===== config.mk =====
export PLATFORM = sky130hd
export DESIGN_NAME = vga_timing_gen
export DESIGN_NICKNAME = d
export VERILOG_FILES = /design/src/rtl/vga_timing_gen.sv
export SDC_FILE = /design/constraint.sdc
export NUM_CORES = 1
export LEC_CHECK = 0
export CAP_MARGIN = 5
export CORE_ASPECT_RATIO = 2
export CORE_MARGIN = 8
export CORE_UTILIZATION = 40
export DETAILED_ROUTE_END_ITERATION = 16
export HOLD_SLACK_MARGIN = 0.12
export MAX_ROUTING_LAYER = met4
export PLACE_DENSITY = 0.66
export SETUP_SLACK_MARGIN = 0.5
export SLEW_MARGIN = 20
export SYNTH_ARGS = -nofsm -noshare
export SYNTH_HDL_FRONTEND = slang
export SYNTH_SLANG_ARGS = --single-unit

===== constraint.sdc =====
create_clock -name clk -period 5.14 [get_ports clk]
set_input_delay 0.514 -clock clk [delete_from_list [all_inputs] [get_ports clk]]
set_output_delay 0.514 -clock clk [all_outputs]
set_load 0.005 [all_outputs]

===== src/rtl/vga_timing_gen.sv =====
// VGA raster timing generator with a show-ahead pixel input.
// Counts x/y over a full frame while running, fetches one pixel per active
// clock, and presents syncs, blanking and 8-bit RGB one clock later, all
// aligned to the same counter cycle.
module vga_timing_gen #(
  parameter int   H_ACTIVE      = 640,
  parameter int   H_SYNC_START  = 656,
  parameter int   H_SYNC_END    = 752,
  parameter int   H_TOTAL       = 800,
  parameter int   V_ACTIVE      = 480,
  parameter int   V_SYNC_START  = 490,
  parameter int   V_SYNC_END    = 492,
  parameter int   V_TOTAL       = 525,
  parameter logic HS_POL        = 1'b0,
  parameter logic VS_POL        = 1'b0,
  parameter int   PREFETCH_LINE = V_TOTAL - 2,
  parameter int   CNT_W         = 12
) (
  input  logic        clk,
  input  logic        rst_n,
  input  logic        enable,
  input  logic        fmt_565,
  input  logic [15:0] pix_data,
  input  logic        pix_valid,
  output logic        pix_req,
  output logic        frame_start,
  output logic        running,
  output logic        underflow,
  input  logic        underflow_clr,
  output logic [7:0]  VGA_R,
  output logic [7:0]  VGA_G,
  output logic [7:0]  VGA_B,
  output logic        VGA_HS,
  output logic        VGA_VS,
  output logic        VGA_BLANK_N,
  output logic        VGA_SYNC_N
);

  // Parameter sanity: bad timing tables stop elaboration.
  if (!(H_ACTIVE < H_SYNC_START && H_SYNC_START < H_SYNC_END && H_SYNC_END <= H_TOTAL))
  begin : g_bad_h_timing
    $error("vga_timing_gen: horizontal timing parameters out of order");
  end
  if (!(V_ACTIVE < V_SYNC_START && V_SYNC_START < V_SYNC_END && V_SYNC_END <= V_TOTAL))
  begin : g_bad_v_timing
    $error("vga_timing_gen: vertical timing parameters out of order");
  end
  if (!(V_ACTIVE <= PREFETCH_LINE && PREFETCH_LINE < V_TOTAL)) begin : g_bad_prefetch
    $error("vga_timing_gen: PREFETCH_LINE must lie in the vertical blanking interval");
  end
  if (!((longint'(1) << CNT_W) >= longint'(H_TOTAL) &&
        (longint'(1) << CNT_W) >= longint'(V_TOTAL))) begin : g_bad_cnt_w
    $error("vga_timing_gen: CNT_W too narrow for H_TOTAL/V_TOTAL");
  end

  // Comparison constants are one bit wider than the counters so a sync end
  // equal to 2^CNT_W still compares correctly.
  localparam int CW1 = CNT_W + 1;
  localparam logic [CW1-1:0] H_ACT_C  = CW1'(H_ACTIVE);
  localparam logic [CW1-1:0] H_SS_C   = CW1'(H_SYNC_START);
  localparam logic [CW1-1:0] H_SE_C   = CW1'(H_SYNC_END);
  localparam logic [CW1-1:0] H_LAST_C = CW1'(H_TOTAL - 1);
  localparam logic [CW1-1:0] V_ACT_C  = CW1'(V_ACTIVE);
  localparam logic [CW1-1:0] V_SS_C   = CW1'(V_SYNC_START);
  localparam logic [CW1-1:0] V_SE_C   = CW1'(V_SYNC_END);
  localparam logic [CW1-1:0] V_LAST_C = CW1'(V_TOTAL - 1);
  localparam logic [CW1-1:0] V_PREF_C = CW1'(PREFETCH_LINE);

  typedef enum logic {
    IDLE = 1'b0,
    RUN  = 1'b1
  } state_e;

  state_e             state_q, state_d;
  logic [CNT_W-1:0]   x_q, x_d;
  logic [CNT_W-1:0]   y_q, y_d;
  logic               fmt_q, fmt_d;
  logic               underflow_q, underflow_d;
  logic               frame_start_q, frame_start_d;
  logic               hs_q, hs_d;
  logic               vs_q, vs_d;
  logic               blank_n_q, blank_n_d;
  logic [23:0]        rgb_q, rgb_d;

  logic               run;
  logic [CW1-1:0]     x_ext;
  logic [CW1-1:0]     y_ext;
  logic               line_end;
  logic               frame_end;

  // Expand a 16-bit pixel to 24-bit RGB by replicating the top bits of each
  // component into the vacated low bits, so full scale maps to 8'hFF.
  function automatic logic [23:0] expand_pixel(input logic [15:0] d, input logic is_565);
    if (is_565) begin
      return {d[15:11], d[15:13], d[10:5], d[10:9], d[4:0], d[4:2]};
    end
    return {d[14:10], d[14:12], d[9:5], d[9:7], d[4:0], d[4:2]};
  endfunction

  assign run       = (state_q == RUN);
  assign x_ext     = {1'b0, x_q};
  assign y_ext     = {1'b0, y_q};
  assign line_end  = (x_ext == H_LAST_C);
  assign frame_end = run && line_end && (y_ext == V_LAST_C);

  // The pixel is consumed in the same cycle the counters sit in the active area.
  assign pix_req   = run && (x_ext < H_ACT_C) && (y_ext < V_ACT_C);

  // Next-state logic: FSM, raster counters, format latch, flags and the
  // outputs that are registered one clock behind the counters.
  always_comb begin
    // NOTE: every signal gets a default first, so no path through the
    // case/if tree can leave one unassigned and infer a latch.
    state_d       = state_q;
    x_d           = x_q;
    y_d           = y_q;
    fmt_d         = fmt_q;
    underflow_d   = underflow_q;
    frame_start_d = 1'b0;
    hs_d          = ~HS_POL;
    vs_d          = ~VS_POL;
    blank_n_d     = 1'b0;
    rgb_d         = '0;

    case (state_q)
      IDLE: begin
        x_d = '0;
        y_d = '0;
        if (enable) begin
          state_d = RUN;
          fmt_d   = fmt_565;
        end
      end
      RUN: begin
        if (line_end) begin
          x_d = '0;
          y_d = (y_ext == V_LAST_C) ? '0 : y_q + 1'b1;
        end else begin
          x_d = x_q + 1'b1;
        end
        // A frame runs to completion; enable is only honoured at its end,
        // which is also where a new pixel format takes over.
        if (frame_end) begin
          fmt_d = fmt_565;
          if (!enable) begin
            state_d = IDLE;
          end
        end
      end
      default: state_d = IDLE;
    endcase

    // A missing pixel outranks a clear request so no underflow is lost.
    if (pix_req && !pix_valid) begin
      underflow_d = 1'b1;
    end else if (underflow_clr) begin
      underflow_d = 1'b0;
    end

    frame_start_d = run && line_end && (y_ext == V_PREF_C);

    if (run && (x_ext >= H_SS_C) && (x_ext < H_SE_C)) begin
      hs_d = HS_POL;
    end
    if (run && (y_ext >= V_SS_C) && (y_ext < V_SE_C)) begin
      vs_d = VS_POL;
    end

    blank_n_d = pix_req;
    if (pix_req && pix_valid) begin
      rgb_d = expand_pixel(pix_data, fmt_q);
    end
  end

  // State and output registers; reset forces a blank, idle, inactive-sync raster.
  always_ff @(posedge clk or negedge rst_n) begin
    // NOTE: sequential state is written with non-blocking assignments so every
    // register samples the pre-edge values regardless of statement order.
    if (!rst_n) begin
      state_q       <= IDLE;
      x_q           <= '0;
      y_q           <= '0;
      fmt_q         <= 1'b0;
      underflow_q   <= 1'b0;
      frame_start_q <= 1'b0;
      hs_q          <= ~HS_POL;
      vs_q          <= ~VS_POL;
      blank_n_q     <= 1'b0;
      rgb_q         <= '0;
    end else begin
      state_q       <= state_d;
      x_q           <= x_d;
      y_q           <= y_d;
      fmt_q         <= fmt_d;
      underflow_q   <= underflow_d;
      frame_start_q <= frame_start_d;
      hs_q          <= hs_d;
      vs_q          <= vs_d;
      blank_n_q     <= blank_n_d;
      rgb_q         <= rgb_d;
    end
  end

  assign running     = run;
  assign underflow   = underflow_q;
  assign frame_start = frame_start_q;
  assign VGA_HS      = hs_q;
  assign VGA_VS      = vs_q;
  assign VGA_BLANK_N = blank_n_q;
  assign VGA_R       = rgb_q[23:16];
  assign VGA_G       = rgb_q[15:8];
  assign VGA_B       = rgb_q[7:0];
  assign VGA_SYNC_N  = 1'b1;

endmodule


# Word level (Yosys, flattened, before mapping)
# Index checks and enable logic that the tools add are counted.
# W data, S select, Z words.
[word_totals] reg_bits=55 inputBits=22 output_inout_bits=32 wordCells=59
[op_classes] add_sub_neg=2 n_lt_le_gt_ge=6 eq_ne=6 mux=20 n_bitwise=1 n_reduce_logical=14
[op_table] op="$mux W24" n=3
[op_table] op="$pmux W12 S2" n=2
[op_table] op="$eq A12 B10 Y1 const B" n=3
[op_table] op="$mux W12" n=3
[op_table] op="$add A12 B1 Y12 const B" n=2
[op_table] op="$lt A12 B10 Y1 const B" n=2
[op_table] op="$lt A12 B9 Y1 const B" n=2
[op_table] op="$ge A12 B10 Y1 const B" n=1
[op_table] op="$ge A12 B9 Y1 const B" n=1
[op_table] op="$logic_and A1 B1 Y1" n=11
[op_table] op="$mux W1" n=10
[op_table] op="$ne A2 B1 Y1 const B" n=2
[op_table] op="$pmux W1 S2" n=2
[op_table] op="$ne A2 B2 Y1 const B" n=1
[op_table] op="$reduce_and A2 Y1" n=1
[op_table] op="$reduce_bool A2 Y1" n=1
[op_table] op="$logic_not A1 Y1" n=1
[op_table] op="$not A1 Y1" n=1

# Logic depth before layout (Yosys ltp)
[depth] word_depth=7 depth_mapped=7 depth_no_buf=6

# Worst setup path after synthesis
# OpenSTA, ideal clock, no wires.
[synth_path] kind="register to output" from="reg y_q[5]" to="out pix_req" arrival_time_ns=1.569 required_ns=4.626 path_slack_ns=3.057 stages_incl_launch_ff=5 path_buffers=1 path_cell_list="dfrtp_1 > buf_4 > and4_1 > or4_1 > nor3b_1"
[synth_between] elab_chain_len=2
[synth_lines] element="start, declared" line_no="76" rtl="logic [CNT_W-1:0] y_q, y_d;"
[synth_lines] element="start signal, assigned" line_no="193" rtl="y_q <= y_d;"
[synth_lines] element="$lt A12 B9 Y1" line_no="107" rtl="assign pix_req = run && (x_ext < H_ACT_C) && (y_ext < V_ACT_C);"
[synth_lines] element="$logic_and A1 B1 Y1" line_no="107"
[synth_lines] element="end, declared" line_no="25" rtl="output logic pix_req,"
# No other way between the ends.

# Worst setup path in the final report
[layout_path] from="reg state_q (netlist: running)" to="out pix_req"
[layout_between] elab_chain_len=2
[layout_lines] element="start, declared" line_no="74" rtl="state_e state_q, state_d;"
[layout_lines] element="start signal, assigned" line_no="191" rtl="state_q <= state_d;"
[layout_lines] element="$logic_and A1 B1 Y1 (2 in series)" line_no="107"
# No other way between the ends.

==> metrics.yaml <==
rsz0062_at_grt: "no"
power-per-cell-area_mw_per_mm2: 285
regToRegStartpoint: "x_q[11]"
fin_nets: 310
p_leak_nw: 1.30
n_antenna_cell: 0
fin_skew_ns: 0.00858
finalHoldViolations: 0
holdWs_ns: 0.244
synth-compound-area-share_pct: 8.75
port_buffers: 52
r2r_setup_slack_ns: 2.50
yosys_warnings: 0
synthArstFlopShare_pct: 100
final_util_pct: 52.3
cts_sinks: 49
initial_core_util_pct: 40.7
max_freq_mhz: 293
period_needed_ns: 3.41
post-route-period-util_pct: 66.4
hold_path.class: "primary input to asynchronous set/reset pin"
antenna_found_initial: 0
cts.reportedPaths.clkPinSlew_ns: 0.07
die_y_um: 126
syn_avg_cell_area_sq_um: 9.96
synth-seq-cells: 49
maxSlewViolCount: 0
setup_slack_ns: 1.73
cp_max_fo: 25
clockRootBuffer: "clkbuf_16"
track_usage_pct: 13.6
synthTopCellsByArea: "dfrtp_1, nor2_1, nand3_1, nand2_1, mux2i_1"
synth_fp_nets: 267
yosys.area_share.simple_pct: 24.6
dp.cells: 340
cap_violations: 0
slew_headroom_pct: 33.0
dp_slack_ns: 2.02
end_kind: "primary output"
post_cts_resize_count: 0
post_drt_wl_per_cell_um: 16.1
r2r_end: "y_q[11]"
p_switching_mw: 0.167
grt_max_degree: 50
cts_buffers: 5
ys.flop_type: "dfrtp_1"
ir_worst_vdd_mv: 0.291
cp_data_arrival_time_ns: 2.90
htreeDepth: 2
clkPwrFrac_pct: 47.3
fin_setup_tns_ns: 0
finalPower_mw: 0.880
gp_congestion: 0.849
syn_area_sq_mm: 0.00240
setup-violations-final: 0
dp_hpwl_um: 4110
status: "completed"
final_cells: 348
postCtsSetupBuffers: 0
synthMuxAreaShare_pct: 3.39
core_sq_mm: 0.00591
power.share.sequential_pct: 45.4
synth_top_family_by_area: "simple AND/OR/NAND/NOR gates"
hold_buffers: 0
final_area_sq_mm: 0.00309
antenna_left: 0
yosysUniqueCellTypes: 45
area_growth_pct: 28.7
postPlaceCellArea_sq_mm: 0.00290
synth_fa_ha_area_share_pct: 2.08
clock_latency_ns: 0.29
required_ns: 4.63
worstRegToRegCells: 4
syn_inst: 241
yosysTopAreaCell: "dfrtp_1"
drt_iter0_drc: 173
cts_tree: "built"
overflow: 0
synth_xor_xnor_area_share_pct: 3.65
io_pins: 54
switching_share_pct: 19.0
internal-power_mw: 0.713
drc: 0
firstDrtPassIters: 5
grt_pass1_vias: 1918
fp-row-count: 40
start_kind: "register"
wl_um: 5590
power.share.combinational_pct: 7.3
die-area_sq_mm: 0.00889
worstSetupPathType: "register to primary output"
grt_first_pass_wirelength_um: 9550
worst_pin_slew_ns: 0.996
seq_area_frac_synth_pct: 51.2
die_w_um: 70.8
synth_top_area_share_pct: 49.0
via_per_inst: 5.49
max-clock-path-buffers: 2
drive_gt1_share_pct: 7.02
vias: 1911
synth_edf_count: 0
## final cells by class
cell class | instances | area, sq um
timing repair buffer | 53 | 526
inverter | 10 | 37.5
clock buffer | 5 | 125
multi-input combinational | 165 | 1030
tap | 63 | 78.8
clock inverter | 3 | 65.1
fill | 551 | 2820
sequential | 49 | 1230
## logic make-up after synthesis
family | Yosys count
xor gates and xnor gates | 10
muxes | 8
and+or+nand+nor | 110
adders and majority gates | 4
DFF | 49
other | 1
buffers and inverters | 27
AOI/OAI and AO/OA | 32
## how the worst max path moves through the flow
stage	startpoint	endpoint	cells past startpoint
after detailed placement	running	pix_req	5
after floorplan	y_q[5]	pix_req	4
final	running	pix_req	5
after CTS	running	pix_req	5
after global routing	running	pix_req	5
after global placement	running	pix_req	5
## power by group through the flow
stage | Combinational, mW | Clock [mW] | Sequential (mW)
after CTS | 0.0659 | 0.428 | 0.400
final | 0.0642 | 0.416 | 0.400
after detailed placement | 0.0656 | 0 | 0.407
after floorplan | 0.0199 | 0 | 0.407
after global routing | 0.0703 | 0.441 | 0.401
after global placement | 0.0650 | 0 | 0.407
## placed cells by master, fill, tap and decap left out, drive strengths merged, types with 2 or more instances in the layout
master / netlist / routed
nor3: 6 / 6
bufinv: 0 / 2
buf: 13 / 2
clkdlybuf4s50: 0 / 51
xor2: 2 / 2
inv: 10 / 10
and4: 2 / 2
a21oi: 14 / 14
o32ai: 4 / 4
nand4: 4 / 4
clkbuf: 4 / 5
dfstp: 2 / 2
xnor2: 8 / 8
a31oi: 2 / 2
nor2b: 2 / 2
ha: 4 / 4
nor4: 5 / 5
nand2: 21 / 21
o21ai: 2 / 2
or4b: 2 / 2
nand2b: 8 / 8
or3: 3 / 3
or4: 4 / 4
a311oi: 2 / 2
o22ai: 3 / 3
nor2: 23 / 23
nand3: 16 / 16
and3: 7 / 7
and2: 4 / 4
mux2i: 7 / 7
dfrtp: 47 / 47
## per-layer routing
layer	wire, um	global-route usage [%]	part of all wire (%)
met1	2410	15.7	43
met2	2750	21.1	49
met3	310	3.52	5.5
met4	120	6.67	2.1
met5	0	-	0
## state kept, by name, summed over array words and instances, names as in the netlist
signal       cells
VGA_HS           1
rgb_q           18
y_q             12
frame_start      1
VGA_VS           1
VGA_BLANK_N      1
running          1
fmt_q            1
x_q             12
underflow        1
## synth_stat cells, drive strengths merged, types with 2 or more instances
library cell and instances:
a21oi 14, a311oi 2, a31oi 2, and2 4
and3 7, and4 2, buf 13, clkbuf 4
dfrtp 47, dfstp 2, ha 4, inv 10
mux2i 7, nand2 21, nand2b 8, nand3 16
nand4 4, nor2 23, nor2b 2, nor3 6
nor4 5, o21ai 2, o22ai 3, o32ai 4
or3 3, or4 4, or4b 2, xnor2 8
xor2 2
## worst max-delay path, stage by stage, from the launching register on
cell and delay, ns:
dfrtp_1 0.32, buf_4 0.25, inv_1 0.19, or4_1 0.57, nor3b_1 0.62, clkdlybuf4s50_1 0.64
(Power assumes the default switching activity.)
